[src/rtl/mem_arbiter.sv]
// mem_arbiter: single-port memory arbiter and fixed-latency access sequencer.
// Three requesters (fetch, data, I/O) share one 4096x16 memory. One access is
// in flight at a time: IDLE -> ACCESS -> WAIT (MEM_LAT cycles) -> ACK.
module mem_arbiter #(
  parameter int MEM_LAT    = 1,
  parameter int STARVE_LIM = 4
) (
  input  logic        clk,
  input  logic        reset_n,
  input  logic [2:0]  i_req,
  input  logic [2:0]  i_we,
  input  logic [35:0] i_addr,
  input  logic [47:0] i_wdata,
  output logic [2:0]  o_gnt,
  output logic [2:0]  o_ack,
  output logic [15:0] o_rdata,
  output logic        o_busy,
  output logic        mem_en,
  output logic        mem_we,
  output logic [11:0] mem_addr,
  output logic [15:0] mem_wdata,
  input  logic [15:0] mem_rdata
);

  localparam logic [3:0] STARVE_MAX = 4'(STARVE_LIM);
  localparam logic [2:0] LAT_LOAD   = 3'(MEM_LAT - 1);

  typedef enum logic [1:0] {IDLE, ACCESS, WAIT, ACK} state_t;

  state_t      state;
  logic [3:0]  starve;
  logic [2:0]  lat_cnt;
  logic        lat_we;

  logic [2:0]  sel;
  logic        sel_we;
  logic [11:0] sel_addr;
  logic [15:0] sel_wdata;

  // Pick the winner among current requests and mux out its access fields.
  always_comb begin
    sel       = 3'b000;
    sel_we    = 1'b0;
    sel_addr  = 12'h000;
    sel_wdata = 16'h0000;
    if (i_req[2] && (starve == STARVE_MAX)) sel = 3'b100;
    else if (i_req[1])                      sel = 3'b010;
    else if (i_req[0])                      sel = 3'b001;
    else if (i_req[2])                      sel = 3'b100;
    case (sel)
      3'b001: begin
        sel_we    = i_we[0];
        sel_addr  = i_addr[11:0];
        sel_wdata = i_wdata[15:0];
      end
      3'b010: begin
        sel_we    = i_we[1];
        sel_addr  = i_addr[23:12];
        sel_wdata = i_wdata[31:16];
      end
      3'b100: begin
        sel_we    = i_we[2];
        sel_addr  = i_addr[35:24];
        sel_wdata = i_wdata[47:32];
      end
      default: ;
    endcase
  end

  // Access sequencer FSM with registered grant/ack/strobes and starve tracking.
  always_ff @(posedge clk or negedge reset_n) begin
    if (!reset_n) begin
      state     <= IDLE;
      starve    <= 4'd0;
      lat_cnt   <= 3'd0;
      lat_we    <= 1'b0;
      o_gnt     <= 3'b000;
      o_ack     <= 3'b000;
      o_rdata   <= 16'h0000;
      o_busy    <= 1'b0;
      mem_en    <= 1'b0;
      mem_we    <= 1'b0;
      mem_addr  <= 12'h000;
      mem_wdata <= 16'h0000;
    end else begin
      o_ack  <= 3'b000;
      mem_en <= 1'b0;
      mem_we <= 1'b0;
      case (state)
        IDLE: begin
          // I/O idle or just served: forget the losses; otherwise count one.
          if (!i_req[2] || sel[2]) starve <= 4'd0;
          else if (starve != STARVE_MAX) starve <= starve + 4'd1;
          if (|i_req) begin
            state     <= ACCESS;
            o_gnt     <= sel;
            o_busy    <= 1'b1;
            mem_en    <= 1'b1;
            mem_we    <= sel_we;
            lat_we    <= sel_we;
            mem_addr  <= sel_addr;
            mem_wdata <= sel_wdata;
          end
        end
        ACCESS: begin
          state   <= WAIT;
          lat_cnt <= LAT_LOAD;
        end
        WAIT: begin
          if (lat_cnt == 3'd0) begin
            state <= ACK;
            o_ack <= o_gnt;
            if (!lat_we) o_rdata <= mem_rdata;
          end else begin
            lat_cnt <= lat_cnt - 3'd1;
          end
        end
        ACK: begin
          state  <= IDLE;
          o_gnt  <= 3'b000;
          o_busy <= 1'b0;
        end
        default: state <= IDLE;
      endcase
    end
  end

endmodule

[config.mk]
export PLATFORM = sky130hd
export DESIGN_NAME = mem_arbiter
export DESIGN_NICKNAME = d
export VERILOG_FILES = /design/src/rtl/mem_arbiter.sv
export SDC_FILE = /design/constraint.sdc
export NUM_CORES = 1
export LEC_CHECK = 0
export BUFFER_PORTS_ARGS = -buffer_cell sky130_fd_sc_hd__buf_2
export CORE_MARGIN = 1.5
export CORE_UTILIZATION = 49
export CTS_CLUSTER_SIZE = 40
export DETAILED_ROUTE_END_ITERATION = 8
export GPL_ROUTABILITY_DRIVEN = 0
export PLACE_DENSITY = 0.94
export SLEW_MARGIN = 20
export SYNTH_ARGS = -nofsm -noshare
export SYNTH_HDL_FRONTEND = slang
export SYNTH_SLANG_ARGS = --single-unit
[constraint.sdc]
create_clock -name clk -period 3.64 [get_ports clk]
set_clock_uncertainty 0.05 [all_clocks]
set_input_delay 0.364 -clock clk [delete_from_list [all_inputs] [get_ports clk]]
set_output_delay 0.364 -clock clk [all_outputs]
set_load 0.005 [all_outputs]
Word-level counts from Yosys, hierarchy flattened
Index checks and enable logic that the tools add are counted.
{ "word_totals": {"register_bits": 63, "in_bits": 108, "out_inout_bits": 53, "elab_cells": 65} }
{ "classes": {"addsub": 2, "n_eq_ne": 11, "mux": 24, "n_bitwise": 1, "reduce_logical": 15} }
{ "op_table": {"columns": ["cell", "count"], "rows": [
  ["one-hot mux 16 bit (3 select lines)", 1],
  ["one-hot mux 12 bit (3 select lines)", 1],
  ["2-to-1 mux 3 bit", 8],
  ["one-hot mux 3 bit (2 select lines)", 2],
  ["AND reduction 2 bit", 5],
  ["2-to-1 mux 4 bit", 2],
  ["one-hot mux 2 bit (4 select lines)", 1],
  ["!= test 2 bit (second input constant)", 3],
  ["nonzero test 2 bit", 3],
  ["2-to-1 mux 1 bit", 5],
  ["adder 4 x 1 -> 4 bit (second input constant)", 1],
  ["== test 2 bit (second input constant)", 2],
  ["== test 4 x 3 -> 1 bit (second input constant)", 1],
  ["2-to-1 mux 2 bit", 2],
  ["!= test 4 x 3 -> 1 bit (second input constant)", 1],
  ["== test 3 x 1 -> 1 bit (second input constant)", 1],
  ["== test 3 x 2 -> 1 bit (second input constant)", 1],
  ["== test 3 bit (second input constant)", 1],
  ["logical NOT 3 bit", 1],
  ["one-hot mux 1 bit (3 select lines)", 1],
  ["AND reduction 3 bit", 1],
  ["OR reduction 3 bit", 1],
  ["subtractor 3 x 1 -> 3 bit (second input constant)", 1],
  ["== test 2 x 1 -> 1 bit (second input constant)", 1],
  ["other kinds (6)", 6]
]} }

Depth between registers and ports, before layout
Gate-level depths: netlist of the first run.
{ "depth": {"word_depth": 8, "mapped_depth": 9, "mapped_depth_nobuf": 6} }

Worst setup path before layout of the first run
No wires, ideal clock.
{ "synth_timing": {"path_type": "register -> register", "startpoint": "reg state[0]", "endpoint": "reg o_rdata[0]", "setup_time_ns": 0.125, "arrival_time_ns": 1.699, "required_time_ns": 3.465, "slack_ns": 1.766, "path_stages_with_launch": 7, "n_path_buf": 1, "synth_period_minus_slack_ns": 1.874, "path_cell_list": "dfrtp_1 > inv_1 > ha_1 > nand2_1 > nor3_2 > buf_2 > mux2_2"} }
{ "synth_via": {"elab_chain_len": 2} }
{ "synth_lines": {"columns": ["item", "line_no", "source"], "rows": [
  ["start: declaration", "30", "state_t state;"],
  ["start signal: assignment", "73", "state <= IDLE;"],
  ["start signal: assignment", "95", "state <= ACCESS;"],
  ["start signal: assignment", "106", "state <= WAIT;"],
  ["== test 2 bit", "89", "case (state)"],
  ["AND reduction 3 bit (no line)", null, null],
  ["end signal: assignment", "113", "if (!lat_we) o_rdata <= mem_rdata;"],
  ["end: declaration", "16", "output logic [15:0] o_rdata,"]
]} }
Every way passes these cells.
A chain may end at the register's enable or synchronous reset.

Worst setup path in the final report of the first run
{ "layout_timing": {"startpoint": "reg state[0]", "endpoint": "reg lat_we"} }
{ "layout_via": {"elab_chain_len": 2} }
{ "layout_lines": {"columns": ["item", "line_no", "source"], "rows": [
  ["logical NOT 2 bit", "89", null],
  ["AND reduction 2 bit (no line)", null, null],
  ["end signal: assignment", "100", "lat_we <= sel_we;"],
  ["end: declaration", "33", "logic lat_we;"]
]} }
Every way passes these cells.

==> results.cfg, run 1 <==
[status]
status = complete, no violations

[layout]
stdcell_area_um2 = 4050
multi_input_comb_area_um2 = 1373
num_antenna_cells = 0
area_growth_pct = 31.59
nNetsFinal = 554
regArea_um2 = 1577
drive_gt1_frac = 0.4492
finalCoreUtilization = 0.6761
n_fill_cell = 461

[sta]
slew_viol_final = 0
worst_pin_slew_ns = 0.9173
finalCritPeriodShare = 0.6032
slew_headroom = 0.3884
final.setup.tns_ns = 0
finalSetupViolCount = 0
final-hold-violation-count = 0
period_needed_ns = 2.196
fmax_mhz = 455.5
rsz0062_at_grt = no

[yosys]
ys_ff_latch = 63
synth_area_leader_cell = dfrtp_1
ys.flop_type = dfrtp_1
synth_area_leaders = dfrtp_1 51%, a2bb2oi_1 8.0%, mux2_2 7.0%, a22oi_1 6.8%, o21ai_0 5.9%
netlist_instances = 287
synth_xor_area_frac = 0
synthSimpleGateAreaFrac = 0.09065
synth-compound-area-share = 0.2480
synthArstFlopShare = 1.000
synth_top_family_by_area = compound AO/OA/AOI/OAI gates
yosysWarnings = 0
synth_edf_count = 0
syn_nets = 403
netlist.area_leader.share = 0.5122
synth_mux_area_frac = 0.06951
avgSynthCellArea_um2 = 10.72
syn_area_um2 = 3078
synth_seq_area_share = 0.5122
synthAdderAreaFrac = 0.03252
ys_types = 32

[worst_hold_path]
hold_class = input port to asynchronous set/reset pin

[detailed_routing]
via_per_inst = 5.386
wirelength_mm = 7.944
first_pass_iters = 4
drt_iter0_drc = 170
detail_route.wl_per_cell_um = 15.34
vias = 2790
drc = 0
postRouteAntennaNets = 0

[global_route]
grt_util_all_layers = 0.2196
grt_pass1_vias = 2430
antenna_found_initial = 0
gr-total-overflow = 0
grt_pass1_wl_mm = 11.10
grt_max_degree = 60

[power_and_ir_drop]
p_leak_nw = 2.143
p_per_area_nw_per_um2 = 670.5
ir_drop_v = 0.0003596

[critical_path]
worst_r2r_startpoint = state[0]$_DFFE_PN0P_
critPathKind = flip-flop to flip-flop
crit_path_max_fanout = 59
required_ns = 3.85
critPathLaunch = state[0]$_DFFE_PN0P_
r2r_end = lat_we$_DFFE_PN0P_
critPathArrivalTime_ns = 2.41
crit_chain = inv_1 -> ha_1 -> nand2b_2 -> a21oi_1 -> a21o_1
endpoint_kind = flip-flop
endpoint = lat_we$_DFFE_PN0P_
slowest_delay_ns = 0.59
start_kind = flip-flop
rr_worst_depth = 5
reg2reg_slack_ns = 1.44
worst_path_max_delay_cell = nand2b_2

[clock_network]
clockBufferDepth = 2
cts_inserted_buffers = 9
clk_pin_slew_ns = 0.07
postCtsSetupRepairBufs = 0
clkLatencyLatePin_ns = 0.32
cts_root_buf = clkbuf_8
clock_sinks = 63
cts-resized-gates = 0
cts.hold.buffers_added = 0
htree_levels = 3
cts_tree = yes

[floorplan]
core_um2 = 5991
ios = 161
die_w_um = 82.26
initial_core_util = 0.5138
dieArea_um2 = 6766
row_count = 28
die_y_um = 82.26

[placed_design]
port_buffers = 160
dpl_cell_area_um2 = 3881
hpwlAfterDp_mm = 6.070

[flow_run]
cap_violations = 0
## cells in the final DEF (no fill, tap or decap), types with 2 or more instances in the layout
master and n:
dfrtp_1 63, a22oi_1 28, inv_1 9, nand3_1 2, a22o_1 7, clkbuf_1 3, nand2_1 35, nand2b_1 2
a21o_1 4, and2_1 3, nor2_1 5, clkbuf_8 9, buf_4 2, o21ai_0 36, buf_2 160, mux2_2 19
clkinv_2 3, a2bb2oi_1 28, ha_1 8
## stage by stage
step                      setup WS (ns)  power [W]  hold WS (ns)  cells
after floorplan                   1.766   0.001778       0.01841    287
after global placement            1.378   0.002171        0.3850    502
after detailed placement          1.224   0.002243        0.3993    502
after CTS                         1.275   0.002733       0.05293    518
after global routing              1.193   0.002926       0.07625    518
final                             1.444   0.002716       0.03873    518
## worst max-delay path: cells and delay by family, from the launching register on
family                     cells  cell delay, ns
DFF                            1            0.42
buffers and inverters          1            0.09
AOI/OAI and AO/OA              2            0.49
adders and majority gates      1            0.47
and+or+nand+nor                1            0.59
## worst min-delay path by stage
stage                  from                       end  slack, ns  depth (start not counted)
CTS                 reset_n  mem_wdata[5]$_DFFE_PN0P_       0.05                          1
global placement    reset_n  mem_wdata[5]$_DFFE_PN0P_       0.39                          1
floorplan           reset_n    lat_cnt[0]$_DFFE_PN0P_       0.02                          0
detailed placement  reset_n  mem_wdata[5]$_DFFE_PN0P_       0.40                          1
global route        reset_n  mem_wdata[1]$_DFFE_PN0P_       0.08                          1
finish              reset_n  mem_wdata[5]$_DFFE_PN0P_       0.04                          1
## cell usage after synthesis (2+ instances only)
cell and count:
nor3_2 2, nand3_1 2, a21o_1 4, nand2_1 35
nand2b_1 3, nor2_1 5, ha_1 8, buf_2 8
o21ai_0 36, a2bb2oi_1 28, a22o_1 7, inv_1 9
clkbuf_1 11, mux2_2 19, and2_1 3, buf_6 2
dfrtp_1 63, a22oi_1 28
## sequential cells by signal, indices dropped and copies added, names as in the netlist
signal and count:
o_gnt 3, o_busy 1, o_rdata 16, lat_we 1, starve 4, o_ack 3
mem_addr 12, mem_en 1, lat_cnt 3, mem_wdata 16, mem_we 1, state 2
## routing by layer
layer | vias to the layer above | GRT usage | part of all wire
li1 | 1362 | - | -
met1 | 1331 | 0.2523 | 0.38
met3 | 7 | 0.05055 | 0.057
met4 | 0 | 0.05932 | 0.0092
met5 | - | 0 | 0
met2 | 90 | 0.4057 | 0.55
## final cells by class
cell class / instances / share of cell area
Tap cell: 75 / 0.02317
Multi-Input combinational cell: 193 / 0.3389
Clock inverter: 4 / 0.005561
Sequential cell: 63 / 0.3892
Inverter: 9 / 0.008341
Clock buffer: 12 / 0.03336
Timing Repair Buffer: 162 / 0.2014
## logic make-up after synthesis
kind of cell | after synthesis
muxes | 19
buffers and inverters | 31
AOI/OAI and AO/OA | 108
adders and majority gates | 8
DFF | 63
and+or+nand+nor | 58
## where the power goes
| part | switching (W) | leakage (nW) | total (W) | internal (W) |
|---|---|---|---|---|
| combinational | 0.000536 | 1.27 | 0.00106 | 0.000526 |
| clock | 0.000244 | 0.0801 | 0.000488 | 0.000244 |
| sequential | 0.000170 | 0.795 | 0.00117 | 0.000995 |
| total | 0.000950 | 2.14 | 0.00272 | 0.00177 |
No activity file was read; power rests on OpenSTA's default activity.
==> run 2: changes to the inputs <==
--- a/config.mk
+++ b/config.mk
@@ -7,11 +7,11 @@
 export LEC_CHECK = 0
 export BUFFER_PORTS_ARGS = -buffer_cell sky130_fd_sc_hd__buf_2
 export CORE_MARGIN = 1.5
-export CORE_UTILIZATION = 49
+export CORE_UTILIZATION = 45
 export CTS_CLUSTER_SIZE = 40
 export DETAILED_ROUTE_END_ITERATION = 8
 export GPL_ROUTABILITY_DRIVEN = 0
-export PLACE_DENSITY = 0.94
+export PLACE_DENSITY = 0.88
 export SLEW_MARGIN = 20
 export SYNTH_ARGS = -nofsm -noshare
 export SYNTH_HDL_FRONTEND = slang
==> constraint.sdc (replaced) <==
create_clock -name clk -period 2.1 [get_ports clk]
set_clock_uncertainty 0.05 [all_clocks]
set_input_delay 0.21 -clock clk [delete_from_list [all_inputs] [get_ports clk]]
set_output_delay 0.21 -clock clk [all_outputs]
set_load 0.005 [all_outputs]
==> results.cfg, run 2 (same netlist as run 1, synthesis figures left out) <==
[floorplan]
ios = 161
row_count = 29
core_um2 = 6495
initial_core_util = 0.4739
dieArea_um2 = 7345
die_w_um = 85.71
die_y_um = 85.71

[layout]
n_fill_cell = 542
num_antenna_cells = 0
layout_common_cells = 160 x buf_2, 63 x dfrtp_1, 36 x o21ai_0
nNetsFinal = 564
finalNonFillerCells = 530
drive_gt1_frac = 0.4636
top_regs = mem_wdata: 16 flops, o_rdata: 16 flops, mem_addr: 12 flops
layout_commonest_cell = buf_2
area_growth_pct = 35.24
finalCoreUtilization = 0.6409

[flow_run]
cap_violations = 0

[clock_network]
clockBufferDepth = 2
clk_pin_slew_ns = 0.07
cts_root_buf = clkbuf_8
htree_levels = 3
postCtsSetupRepairBufs = 0
clock_sinks = 63
cts-resized-gates = 0
cts_inserted_buffers = 9
clkLatencyLatePin_ns = 0.33
cts_tree = yes

[global_route]
grt_pass1_wl_mm = 13.08
gr-total-overflow = 0
grt_pass1_vias = 2898
grt_max_degree = 43
grt_util_all_layers = 0.2264
antenna_found_initial = 0

[power_and_ir_drop]
ir_drop_v = 0.0006353
p_leak_nw = 2.210
p_per_area_nw_per_um2 = 1179

[sta]
final.setup.tns_ns = 0
finalCritPeriodShare = 0.8731
worst_pin_slew_ns = 0.4641
slew_headroom = 0.6906
rsz0062_at_grt = no
fmax_mhz = 545.4
final-hold-violation-count = 0
finalSetupViolCount = 0
period_needed_ns = 1.834
slew_viol_final = 0

[detailed_routing]
drc = 0
vias = 2878
postRouteAntennaNets = 0
first_pass_iters = 5
wirelength_mm = 8.160
detail_route.wl_per_cell_um = 15.40
via_per_inst = 5.430
drt_iter0_drc = 111

[critical_path]
endpoint_kind = flip-flop
critPathArrivalTime_ns = 2.00
crit_family = flip-flops
worst-path-buf-inv = 2
worst_path_max_delay_cell = dfrtp_1
slowest_delay_ns = 0.41
critPathMostFrequentCell = a22o_1
crit_chain = inv_1 -> ha_1 -> and4b_1 -> buf_4 -> nor2_1 -> a22o_1 -> a22o_1
start_kind = flip-flop
crit_path_max_fanout = 31
required_ns = 2.27
critPathKind = flip-flop to flip-flop

[status]
status = complete, no violations

[placed_design]
dp_cells = 513
hpwlAfterDp_mm = 6.259
port_buffers = 160

[worst_hold_path]
hold_class = input port to flip-flop
[run 2: changes by cell type in the layout (fill, tap and decap cells not counted)]
cell / delta
nor3_4: -1
bufinv_16: +1
dlygate4sd3_1: +1
clkinv_4: +1
buf_4: +8
nor3_2: +1
nor2b_2: +1
clkbuf_1: -2
nor2b_4: -1
buf_12: +1
[run 2: final timing paths]
check                                         start                        end  slack [ns]  cells past startpoint
setup reg to reg              starve[1]$_DFFE_PN0P_       o_gnt[0]$_DFFE_PN0P_        0.27                      7
max in group asynchronous                   reset_n     lat_cnt[0]$_DFFE_PN0P_        0.98                      3
setup / recovery              starve[1]$_DFFE_PN0P_       o_gnt[0]$_DFFE_PN0P_        0.27                      7
hold reg to reg            mem_wdata[9]$_DFFE_PN0P_   mem_wdata[9]$_DFFE_PN0P_        0.43                      2
min in group asynchronous                   reset_n  mem_wdata[11]$_DFFE_PN0P_        0.34                      2
hold / removal                         mem_rdata[5]     o_rdata[5]$_DFFE_PN0P_        0.06                      2
[run 2: worst reg2reg max path, cell delays in order, from the launching register on]
cell and delay, ns:
dfrtp_1 0.41, inv_1 0.08, ha_1 0.16, and4b_1 0.21
buf_4 0.31, nor2_1 0.11, a22o_1 0.21, a22o_1 0.17
[run 2: per-stage QoR]
step                      hold slack [ns]  worst slack (ns)  power [W]  cell area (µm²)
after CTS                         0.04145            0.2684   0.004964             4163
after detailed placement           0.1429            0.2808   0.003958             3964
after global placement             0.1198            0.3457   0.003834             3964
final                             0.05916            0.2664   0.004908             4163
after global routing              0.03494            0.1023   0.005297             4163
after floorplan                   -0.1356            0.2260   0.003082             3078
[run 2: power breakdown]
part	switching, W	internal, W	total (W)
registers	0.000280	0.00172	0.00200
clock network	0.000449	0.000544	0.000993
logic	0.000939	0.000972	0.00191
[run 2: final cells by class]
| type | count | area (µm²) | share of cell area |
|---|---|---|---|
| clock buffer | 10 | 127.6 | 0.03066 |
| sequential | 63 | 1577 | 0.3787 |
| inverter | 9 | 33.78 | 0.008115 |
| tap | 77 | 96.34 | 0.02314 |
| clock inverter | 6 | 61.31 | 0.01473 |
| multi-input combinational | 193 | 1361 | 0.3270 |
| timing repair buffer | 172 | 905.9 | 0.2176 |
[run 2: layer usage]
layer	global-route usage	vias to the layer above	wire (µm)
met5	0	-	0
met4	0.1012	0	149
met3	0.04716	13	459
met2	0.4209	108	4524
met1	0.2467	1384	3026
li1	-	1373	-
[run 2: repair_timing]
| item | in CTS | in global routing |
|---|---|---|
| hold buffers | 1 | 0 |
| hold endpoints to repair | 18 | 0 |
| setup endpoints to repair | 0 | 0 |
==> run 3: changes to the inputs <==
--- a/config.mk
+++ b/config.mk
@@ -6,8 +6,10 @@
 export NUM_CORES = 1
 export LEC_CHECK = 0
 export BUFFER_PORTS_ARGS = -buffer_cell sky130_fd_sc_hd__buf_2
+export CELL_PAD_IN_SITES_DETAIL_PLACEMENT = 1
+export CELL_PAD_IN_SITES_GLOBAL_PLACEMENT = 1
 export CORE_MARGIN = 1.5
-export CORE_UTILIZATION = 45
+export CORE_UTILIZATION = 33
 export CTS_CLUSTER_SIZE = 40
 export DETAILED_ROUTE_END_ITERATION = 8
 export GPL_ROUTABILITY_DRIVEN = 0
==> results.cfg, run 3 (same netlist as run 1, synthesis figures left out) <==
[clock_network]
clkLatencyLatePin_ns = 0.33
cts_root_buf = clkbuf_8
cts-resized-gates = 0
postCtsSetupRepairBufs = 0
cts_inserted_buffers = 9
cts.hold.buffers_added = 1
cts_tree = yes
htree_levels = 3
clock_sinks = 63
clockBufferDepth = 2
clk_pin_slew_ns = 0.08

[critical_path]
crit_path_max_fanout = 31
endpoint_kind = flip-flop
required_ns = 2.27
critPathKind = flip-flop to flip-flop
start_kind = flip-flop
critPathArrivalTime_ns = 2.09

[layout]
layout_common_cells = 160 x buf_2, 63 x dfrtp_1, 36 x o21ai_0
finalCoreUtilization = 0.4629
top_regs = mem_wdata: 16 flops, o_rdata: 16 flops, mem_addr: 12 flops
layout_commonest_cell = buf_2
drive_gt1_frac = 0.4658
nNetsFinal = 564
area_growth_pct = 37.64
finalNonFillerCells = 564
num_antenna_cells = 0

[power_and_ir_drop]
finalPower_w = 0.005114
p_per_area_nw_per_um2 = 1207
ir_drop_v = 0.0003304
p_leak_nw = 2.215

[sta]
holdWs_ns = 0.05657
slew_viol_final = 0
rsz0062_at_grt = no
finalSetupViolCount = 0
period_needed_ns = 1.920
slew_headroom = 0.5774
final.setup.tns_ns = 0
fmax_mhz = 520.7
final-hold-violation-count = 0
finalCritPeriodShare = 0.9144
worst_pin_slew_ns = 0.6339

[placed_design]
hpwlAfterDp_mm = 7.089
dp_cells = 547
port_buffers = 160

[flow_run]
cap_violations = 0

[floorplan]
dieArea_um2 = 9915
row_count = 35
ios = 161
initial_core_util = 0.3363
die_y_um = 99.58
die_w_um = 99.58
core_um2 = 9153

[worst_hold_path]
hold_class = input port to flip-flop

[global_route]
grt_pass1_vias = 3047
gr-total-overflow = 0
antenna_found_initial = 0
grt_util_all_layers = 0.1883
grt_pass1_wl_mm = 14.63
grt_max_degree = 40

[detailed_routing]
wirelength_mm = 9.269
via_per_inst = 5.080
vias = 2865
drt_iter0_drc = 83
detail_route.wl_per_cell_um = 16.43
drc = 0
postRouteAntennaNets = 0
first_pass_iters = 4

[status]
status = complete, no violations
[run 3: final timing paths]
check | startpoint | end | slack [ns] | cells past startpoint
setup / recovery | starve[1]$_DFFE_PN0P_ | o_gnt[1]$_DFFE_PN0P_ | 0.18 | 7
min in group asynchronous | reset_n | mem_wdata[11]$_DFFE_PN0P_ | 0.40 | 2
hold reg to reg | mem_wdata[11]$_DFFE_PN0P_ | mem_wdata[11]$_DFFE_PN0P_ | 0.43 | 2
hold / removal | mem_rdata[5] | o_rdata[5]$_DFFE_PN0P_ | 0.06 | 2
max in group asynchronous | reset_n | lat_cnt[1]$_DFFE_PN0P_ | 0.97 | 3
setup reg to reg | starve[1]$_DFFE_PN0P_ | o_gnt[1]$_DFFE_PN0P_ | 0.18 | 7
[run 3: per-stage QoR]
stage / worst slack (ns) / area, µm²
floorplan: 0.2260 / 3078
global placement: 0.3340 / 4006
detailed placement: 0.2017 / 4006
CTS: 0.1826 / 4237
global route: 0.05811 / 4237
finish: 0.1797 / 4237
[run 3: per-layer routing]
metal  wire, µm  vias up  global-route usage
met3        423       12             0.03795
met1       3729     1393              0.2126
li1           -     1376                   -
met5          0        -                   0
met2       4979       84              0.3504
met4        138        0             0.06826
[run 3: cell type report]
| class | instances | area (µm²) |
|---|---|---|
| fill | 1073 | 4916 |
| tap | 111 | 138.9 |
| inverter | 9 | 33.78 |
| clock inverter | 7 | 96.34 |
| sequential | 63 | 1577 |
| multi-input combinational | 193 | 1361 |
| clock buffer | 9 | 123.9 |
| timing repair buffer | 172 | 905.9 |
[run 3: report_power, final]
part	internal (W)	switching, W
Clock	0.000670	0.000491
Sequential	0.00172	0.000289
Combinational	0.000967	0.000976
Total	0.00336	0.00176
[run 3: worst max-delay path: stages (launching register included)]
cell and delay [ns]:
dfrtp_1 0.40, inv_1 0.09, ha_1 0.16, and4b_1 0.23, buf_4 0.33, nor2_1 0.13, a22o_1 0.22, a22o_1 0.18
